[src/rtl/packet_rr_arbiter_if.sv]
// Avalon-ST bundle for packet_rr_arbiter: NUM_INPUTS packet sinks in, one channel-tagged source out.
interface packet_rr_arbiter_if #(
    parameter int NUM_INPUTS    = 4,
    parameter int DATA_WIDTH    = 8,
    parameter int CHANNEL_WIDTH = 2
);
    logic [NUM_INPUTS*DATA_WIDTH-1:0] asi_in_data;
    logic [NUM_INPUTS-1:0]            asi_in_valid;
    logic [NUM_INPUTS-1:0]            asi_in_startofpacket;
    logic [NUM_INPUTS-1:0]            asi_in_endofpacket;
    logic [NUM_INPUTS-1:0]            asi_in_ready;
    logic [DATA_WIDTH-1:0]            aso_out_data;
    logic                             aso_out_valid;
    logic                             aso_out_startofpacket;
    logic                             aso_out_endofpacket;
    logic [CHANNEL_WIDTH-1:0]         aso_out_channel;
    logic                             aso_out_ready;
    logic [NUM_INPUTS-1:0]            err_orphan;

    modport slave (
        input  asi_in_data, asi_in_valid, asi_in_startofpacket, asi_in_endofpacket, aso_out_ready,
        output asi_in_ready, aso_out_data, aso_out_valid, aso_out_startofpacket,
               aso_out_endofpacket, aso_out_channel, err_orphan
    );

    modport master (
        output asi_in_data, asi_in_valid, asi_in_startofpacket, asi_in_endofpacket, aso_out_ready,
        input  asi_in_ready, aso_out_data, aso_out_valid, aso_out_startofpacket,
               aso_out_endofpacket, aso_out_channel, err_orphan
    );
endinterface

[src/rtl/packet_rr_arbiter.sv]
// Packet-granular round-robin arbiter: holds a grant from SOP to EOP and forwards beats
// through one registered output stage tagged with the source channel.
module packet_rr_arbiter #(
    parameter int NUM_INPUTS    = 4,
    parameter int DATA_WIDTH    = 8,
    parameter int CHANNEL_WIDTH = 2
) (
    input  logic                clock_clk,
    input  logic                reset_reset,
    packet_rr_arbiter_if.slave  st
);
    typedef enum logic {IDLE, LOCKED} state_e;

    state_e                   state_q, state_d;
    logic [CHANNEL_WIDTH-1:0] ptr_q, ptr_d;
    logic [CHANNEL_WIDTH-1:0] grant_q, grant_d;
    logic                     out_valid_q, out_valid_d;
    logic                     out_sop_q, out_sop_d;
    logic                     out_eop_q, out_eop_d;
    logic [DATA_WIDTH-1:0]    out_data_q, out_data_d;
    logic [CHANNEL_WIDTH-1:0] out_ch_q, out_ch_d;
    logic [NUM_INPUTS-1:0]    err_q, err_d;

    logic                     can_load;
    logic                     take;
    logic                     sel_valid, sel_sop, sel_eop;
    logic [DATA_WIDTH-1:0]    sel_data;
    logic [NUM_INPUTS-1:0]    ready;
    logic [NUM_INPUTS-1:0]    req;
    logic [NUM_INPUTS-1:0]    req_rot;

    function automatic logic [CHANNEL_WIDTH-1:0] wrap_add(input logic [CHANNEL_WIDTH-1:0] base,
                                                          input int off);
        int sum;
        sum = int'(base) + off;
        if (sum >= NUM_INPUTS) sum = sum - NUM_INPUTS;
        return CHANNEL_WIDTH'(sum);
    endfunction

    always_comb begin
        state_d     = state_q;
        ptr_d       = ptr_q;
        grant_d     = grant_q;
        out_data_d  = out_data_q;
        out_sop_d   = out_sop_q;
        out_eop_d   = out_eop_q;
        out_ch_d    = out_ch_q;
        err_d       = '0;
        ready       = '0;
        sel_valid   = 1'b0;
        sel_sop     = 1'b0;
        sel_eop     = 1'b0;
        sel_data    = '0;

        can_load    = !out_valid_q || st.aso_out_ready;
        out_valid_d = can_load ? 1'b0 : out_valid_q;
        req         = st.asi_in_valid & st.asi_in_startofpacket;
        req_rot     = NUM_INPUTS'({req, req} >> ptr_q);

        // Granted input follows the output register; any other non-SOP beat is swallowed as an orphan.
        for (int i = 0; i < NUM_INPUTS; i++) begin
            if (state_q == LOCKED && i == int'(grant_q)) begin
                ready[i]  = can_load;
                sel_valid = st.asi_in_valid[i];
                sel_sop   = st.asi_in_startofpacket[i];
                sel_eop   = st.asi_in_endofpacket[i];
                sel_data  = st.asi_in_data[i*DATA_WIDTH +: DATA_WIDTH];
            end else if (st.asi_in_valid[i] && !st.asi_in_startofpacket[i]) begin
                ready[i] = 1'b1;
                err_d[i] = 1'b1;
            end
        end

        take = (state_q == LOCKED) && can_load && sel_valid;
        if (take) begin
            out_valid_d = 1'b1;
            out_data_d  = sel_data;
            out_sop_d   = sel_sop;
            out_eop_d   = sel_eop;
            out_ch_d    = grant_q;
            if (sel_eop) begin
                state_d = IDLE;
                ptr_d   = wrap_add(grant_q, 1);
            end
        end

        // Descending scan so the requester closest at-or-after the pointer is the one kept.
        if (state_q == IDLE) begin
            for (int k = NUM_INPUTS - 1; k >= 0; k--) begin
                if (req_rot[k]) begin
                    state_d = LOCKED;
                    grant_d = wrap_add(ptr_q, k);
                end
            end
        end

        if (reset_reset) ready = '0;
    end

    always_ff @(posedge clock_clk) begin
        if (reset_reset) begin
            state_q     <= IDLE;
            ptr_q       <= '0;
            grant_q     <= '0;
            out_valid_q <= 1'b0;
            out_sop_q   <= 1'b0;
            out_eop_q   <= 1'b0;
            out_data_q  <= '0;
            out_ch_q    <= '0;
            err_q       <= '0;
        end else begin
            state_q     <= state_d;
            ptr_q       <= ptr_d;
            grant_q     <= grant_d;
            out_valid_q <= out_valid_d;
            out_sop_q   <= out_sop_d;
            out_eop_q   <= out_eop_d;
            out_data_q  <= out_data_d;
            out_ch_q    <= out_ch_d;
            err_q       <= err_d;
        end
    end

    assign st.asi_in_ready          = ready;
    assign st.aso_out_valid         = out_valid_q;
    assign st.aso_out_data          = out_data_q;
    assign st.aso_out_startofpacket = out_sop_q;
    assign st.aso_out_endofpacket   = out_eop_q;
    assign st.aso_out_channel       = out_ch_q;
    assign st.err_orphan            = err_q;
endmodule

[src/flat_wrapper.sv]
// flat-port wrapper written by rule: the top's interface ports become plain ports
module packet_rr_arbiter_flat 
#(
    parameter int NUM_INPUTS    = 4,
    parameter int DATA_WIDTH    = 8,
    parameter int CHANNEL_WIDTH = 2
)
  (clock_clk, reset_reset, st_asi_in_data, st_asi_in_valid, st_asi_in_startofpacket, st_asi_in_endofpacket, st_aso_out_ready, st_asi_in_ready, st_aso_out_data, st_aso_out_valid, st_aso_out_startofpacket, st_aso_out_endofpacket, st_aso_out_channel, st_err_orphan);
  packet_rr_arbiter_if #(.NUM_INPUTS(NUM_INPUTS), .DATA_WIDTH(DATA_WIDTH), .CHANNEL_WIDTH(CHANNEL_WIDTH)) st_i ();
  input  logic clock_clk;
  input  logic reset_reset;
  input wire logic [$bits(st_i.asi_in_data)-1:0] st_asi_in_data;
  input wire logic [$bits(st_i.asi_in_valid)-1:0] st_asi_in_valid;
  input wire logic [$bits(st_i.asi_in_startofpacket)-1:0] st_asi_in_startofpacket;
  input wire logic [$bits(st_i.asi_in_endofpacket)-1:0] st_asi_in_endofpacket;
  input wire logic [$bits(st_i.aso_out_ready)-1:0] st_aso_out_ready;
  output wire logic [$bits(st_i.asi_in_ready)-1:0] st_asi_in_ready;
  output wire logic [$bits(st_i.aso_out_data)-1:0] st_aso_out_data;
  output wire logic [$bits(st_i.aso_out_valid)-1:0] st_aso_out_valid;
  output wire logic [$bits(st_i.aso_out_startofpacket)-1:0] st_aso_out_startofpacket;
  output wire logic [$bits(st_i.aso_out_endofpacket)-1:0] st_aso_out_endofpacket;
  output wire logic [$bits(st_i.aso_out_channel)-1:0] st_aso_out_channel;
  output wire logic [$bits(st_i.err_orphan)-1:0] st_err_orphan;
  assign st_i.asi_in_data = st_asi_in_data;
  assign st_i.asi_in_valid = st_asi_in_valid;
  assign st_i.asi_in_startofpacket = st_asi_in_startofpacket;
  assign st_i.asi_in_endofpacket = st_asi_in_endofpacket;
  assign st_i.aso_out_ready = st_aso_out_ready;
  assign st_asi_in_ready = st_i.asi_in_ready;
  assign st_aso_out_data = st_i.aso_out_data;
  assign st_aso_out_valid = st_i.aso_out_valid;
  assign st_aso_out_startofpacket = st_i.aso_out_startofpacket;
  assign st_aso_out_endofpacket = st_i.aso_out_endofpacket;
  assign st_aso_out_channel = st_i.aso_out_channel;
  assign st_err_orphan = st_i.err_orphan;
  packet_rr_arbiter #(.NUM_INPUTS(NUM_INPUTS), .DATA_WIDTH(DATA_WIDTH), .CHANNEL_WIDTH(CHANNEL_WIDTH)) u_core (.clock_clk(clock_clk), .reset_reset(reset_reset), .st(st_i));
endmodule
[config.mk]
export PLATFORM = sky130hd
export DESIGN_NAME = packet_rr_arbiter_flat
export DESIGN_NICKNAME = d
export VERILOG_FILES = /design/src/rtl/packet_rr_arbiter_if.sv /design/src/rtl/packet_rr_arbiter.sv /design/src/flat_wrapper.sv
export SDC_FILE = /design/constraint.sdc
export NUM_CORES = 1
export LEC_CHECK = 0
export ABC_AREA = 1
export BUFFER_PORTS_ARGS = -buffer_cell sky130_fd_sc_hd__buf_2
export CAP_MARGIN = 5
export CORE_MARGIN = 1.5
export CORE_UTILIZATION = 31
export CTS_CLUSTER_SIZE = 30
export DETAILED_ROUTE_END_ITERATION = 8
export PLACE_DENSITY = 0.55
export SLEW_MARGIN = 0
export SYNTH_ARGS = -nofsm -noshare
export SYNTH_HDL_FRONTEND = slang
export SYNTH_SLANG_ARGS = --single-unit
[constraint.sdc]
create_clock -name clock_clk -period 1.7 [get_ports clock_clk]
set_input_delay 0.085 -clock clock_clk [delete_from_list [all_inputs] [get_ports clock_clk]]
set_output_delay 0.085 -clock clock_clk [all_outputs]
set_load 0.02 [all_outputs]
==> reports/results.ini <==
[run_status]
status=completed

[placed_design]
gp_congestion=0.879
port-buffer-count=67
hpwl_mm=3.55

[power]
clkPwrFrac=0.311
power_leakage_nw=1.13
p_per_area_nw_per_um2=745
seq_power_share=0.360
power_w=0.00162
p_sw_w=0.000535
swShare=0.329
intPower_w=0.00109
vdd_drop_max_uv=411
comb_power_share=0.329

[hold_path]
hold_class=input port to flip-flop

[routing]
drtIter0Drc=87
vias=1778
topRoutingLayerUsed=met4
drcViolationCount=0
ant_nets=0
viasPerCell=4.91
wl_per_cell_um=12.9
drt-met1-wl_mm=2.01
wirelength_mm=4.66
dr_wl_met3_um=265
routed-wl-met2_mm=2.30
first_pass_iters=4

[floorplan]
initial_core_util=0.322
die_y_um=72.8
die_w_um=72.8
num_rows=25
die-area_um2=5290
io_pins=68
coreArea_um2=4690

[run]
drv_cap=0

[sta]
relSlewSlack=0.771
skew_ps=3.97
setup_viol_count_final=0
finalHoldViolations=0
worst_slew_pin_slew_ps=343
min_period_ps=1640
fmax_mhz=608
fin_crit_sh=0.967
timing.final.max_slew_violations=0

[worst_setup_path]
r2r_cells=10
startpoint_type=flip-flop
crit_end=u_core.st.err_orphan[3]$_SDFF_PP0_
path_common_cell=buf_4
crit_type=flip-flop to flip-flop
cp_num_cells=10
r2r_slack_ps=60
end_kind=flip-flop
crit_start=u_core.state_q$_SDFF_PP0_
reg2reg_to=u_core.st.err_orphan[3]$_SDFF_PP0_
cp.required_ps=1870
arrival_ps=1820
reg2reg_from=u_core.state_q$_SDFF_PP0_
critPathMaxStageDelay_ps=450
path_max_fanout=5
critPathTopFamily=buffers and inverters
path_cells=buf_4 > nand2_2 > inv_2 > nor4_4 > buf_4 > buf_4 > buf_4 > buf_4 > buf_4 > buf_4
cp_slowest_cell=dfxtp_2
critPathBufInv=8

[clock_tree]
cts_buffers=3
cts-root-buf=clkbuf_8
cts.sinks=22
clk_pin_slew_worst_paths_ps=90
cts_tree=built
ctsHtreeMaxLevel=1
cts_hold_buf=0
clockBufferDepth=2
insertion_delay_ps=270

[global_route]
grt_pass1_wl_mm=7.28
grtUsageTotal=0.177
grt_pass1_vias=1611
grt_max_degree=19
grt-ovfl-total=0
grt_antenna_before_repair=0

[synth]
yosysWarningCount=0
ys_ff_latch=22
syn_avg_cell_area_um2=6.53
synth.distinct_cells=27
synth_seq_area_share=0.292
netlist_area_um2=1510
synth_nets=282
syn_inst=231

[layout]
antenna-diode-count=0
drive_gt1_frac=0.406
nets=360
fin_util=0.465
area_growth_pct=44.5

-- power groups by stage --
| stage | registers [W] | clock network [W] | logic, W |
|---|---|---|---|
| final | 0.000585 | 0.000505 | 0.000535 |
| after global routing | 0.000590 | 0.000523 | 0.000591 |
| after CTS | 0.000580 | 0.000509 | 0.000510 |
| after detailed placement | 0.000587 | 0 | 0.000479 |
| after global placement | 0.000587 | 0 | 0.000481 |
| after floorplan | 0.000613 | 0 | 0.000290 |
-- what timing repair did --
item,4_1_cts,5_1_grt
resized for setup,16,16
buffers inserted,9,0
setup endpoints to repair,4,20
hold endpoints to repair,0,0
pin swaps,2,1
-- per-layer routing --
metal / vias to the layer above / global-route usage
met5: - / 0
met4: 0 / 0.0692
met3: 9 / 0.0304
met2: 57 / 0.305
met1: 792 / 0.220
li1: 920 / -
-- kinds of logic after synthesis --
logic type | Yosys count | synth area share
compound gates | 48 | 0.187
simple gates | 127 | 0.376
flops | 22 | 0.292
buf+inv | 30 | 0.113
fa+ha+maj | 4 | 0.0332
-- sequential cells by signal (all words and copies together) (netlist names) --
| register | flops |
|---|---|
| u_core.st.aso_out_data | 8 |
| u_core.st.err_orphan | 4 |
| u_core.grant_q | 2 |
| u_core.ptr_q | 2 |
| u_core.st.aso_out_channel | 2 |
| u_core.st.aso_out_endofpacket | 1 |
| u_core.st.aso_out_startofpacket | 1 |
| u_core.st.aso_out_valid | 1 |
| u_core.state_q | 1 |
-- worst min path at each step --
stage,end,from,cells past startpoint,slack (ps)
3_5_place_dp,u_core.st.err_orphan[0]$_SDFF_PP0_,st_asi_in_startofpacket[0],2,330
4_1_cts,u_core.st.err_orphan[0]$_SDFF_PP0_,st_asi_in_startofpacket[0],2,30
5_1_grt,u_core.st.err_orphan[1]$_SDFF_PP0_,st_asi_in_startofpacket[1],2,60
6_report,u_core.st.err_orphan[0]$_SDFF_PP0_,st_asi_in_startofpacket[0],2,50
3_3_place_gp,u_core.st.err_orphan[1]$_SDFF_PP0_,st_asi_in_startofpacket[1],2,330
2_1_floorplan,u_core.st.err_orphan[2]$_SDFF_PP0_,st_asi_in_startofpacket[2],1,160
-- worst register-to-register path: stages, from the launching register on --
cell     delay, ps
dfxtp_2        450
buf_4          180
nand2_2         60
inv_2           80
nor4_4          50
buf_4          140
buf_4          120
buf_4          120
buf_4          120
buf_4          120
buf_4          120
-- cell type report --
cell class	count	area, um^2
timing repair buffer	86	517
clock buffer	3	41.3
sequential	22	447
multi-input combinational	179	997
fill	489	2510
inverter	17	81.3
tap	54	67.6
clock inverter	1	30.0
-- cell usage after synthesis, drive strengths merged --
master,instances,area share
a21oi,11,0.046
buf,10,0.058
clkbuf,3,0.0075
dfxtp,22,0.29
ha,4,0.033
inv,17,0.047
nand2,66,0.18
nand3,25,0.093
nand3b,1,0.0050
nor2,31,0.077
nor4,3,0.012
o21ai,23,0.079
o21bai,4,0.020
o22ai,10,0.041
or2,1,0.0041
-- cell usage in the layout (no fill, tap or decap), drive strengths merged --
| master | Yosys | final |
|---|---|---|
| a21oi | 11 | 11 |
| buf | 10 | 86 |
| bufinv | 0 | 1 |
| clkbuf | 3 | 3 |
| dfxtp | 22 | 22 |
| ha | 4 | 4 |
| inv | 17 | 17 |
| nand2 | 66 | 66 |
| nand3 | 25 | 25 |
| nand3b | 1 | 1 |
| nor2 | 31 | 31 |
| nor4 | 3 | 3 |
| o21ai | 23 | 23 |
| o21bai | 4 | 4 |
| o22ai | 10 | 10 |
| or2 | 1 | 1 |
-- per-stage QoR --
stage | setup WS [ps] | TNS (ps) | cells | hold slack, ps | cell area (um^2)
CTS | 1.83 | 0 | 362 | 29.7 | 2120
floorplan | 119 | 0 | 231 | 157 | 1510
global placement | 56.0 | 0 | 349 | 326 | 1910
detailed placement | 52.2 | 0 | 349 | 326 | 1910
finish | 55.5 | 0 | 362 | 48.0 | 2180
global route | -9.13 | -24.4 | 362 | 62.6 | 2180
(Power assumes the default switching activity.)
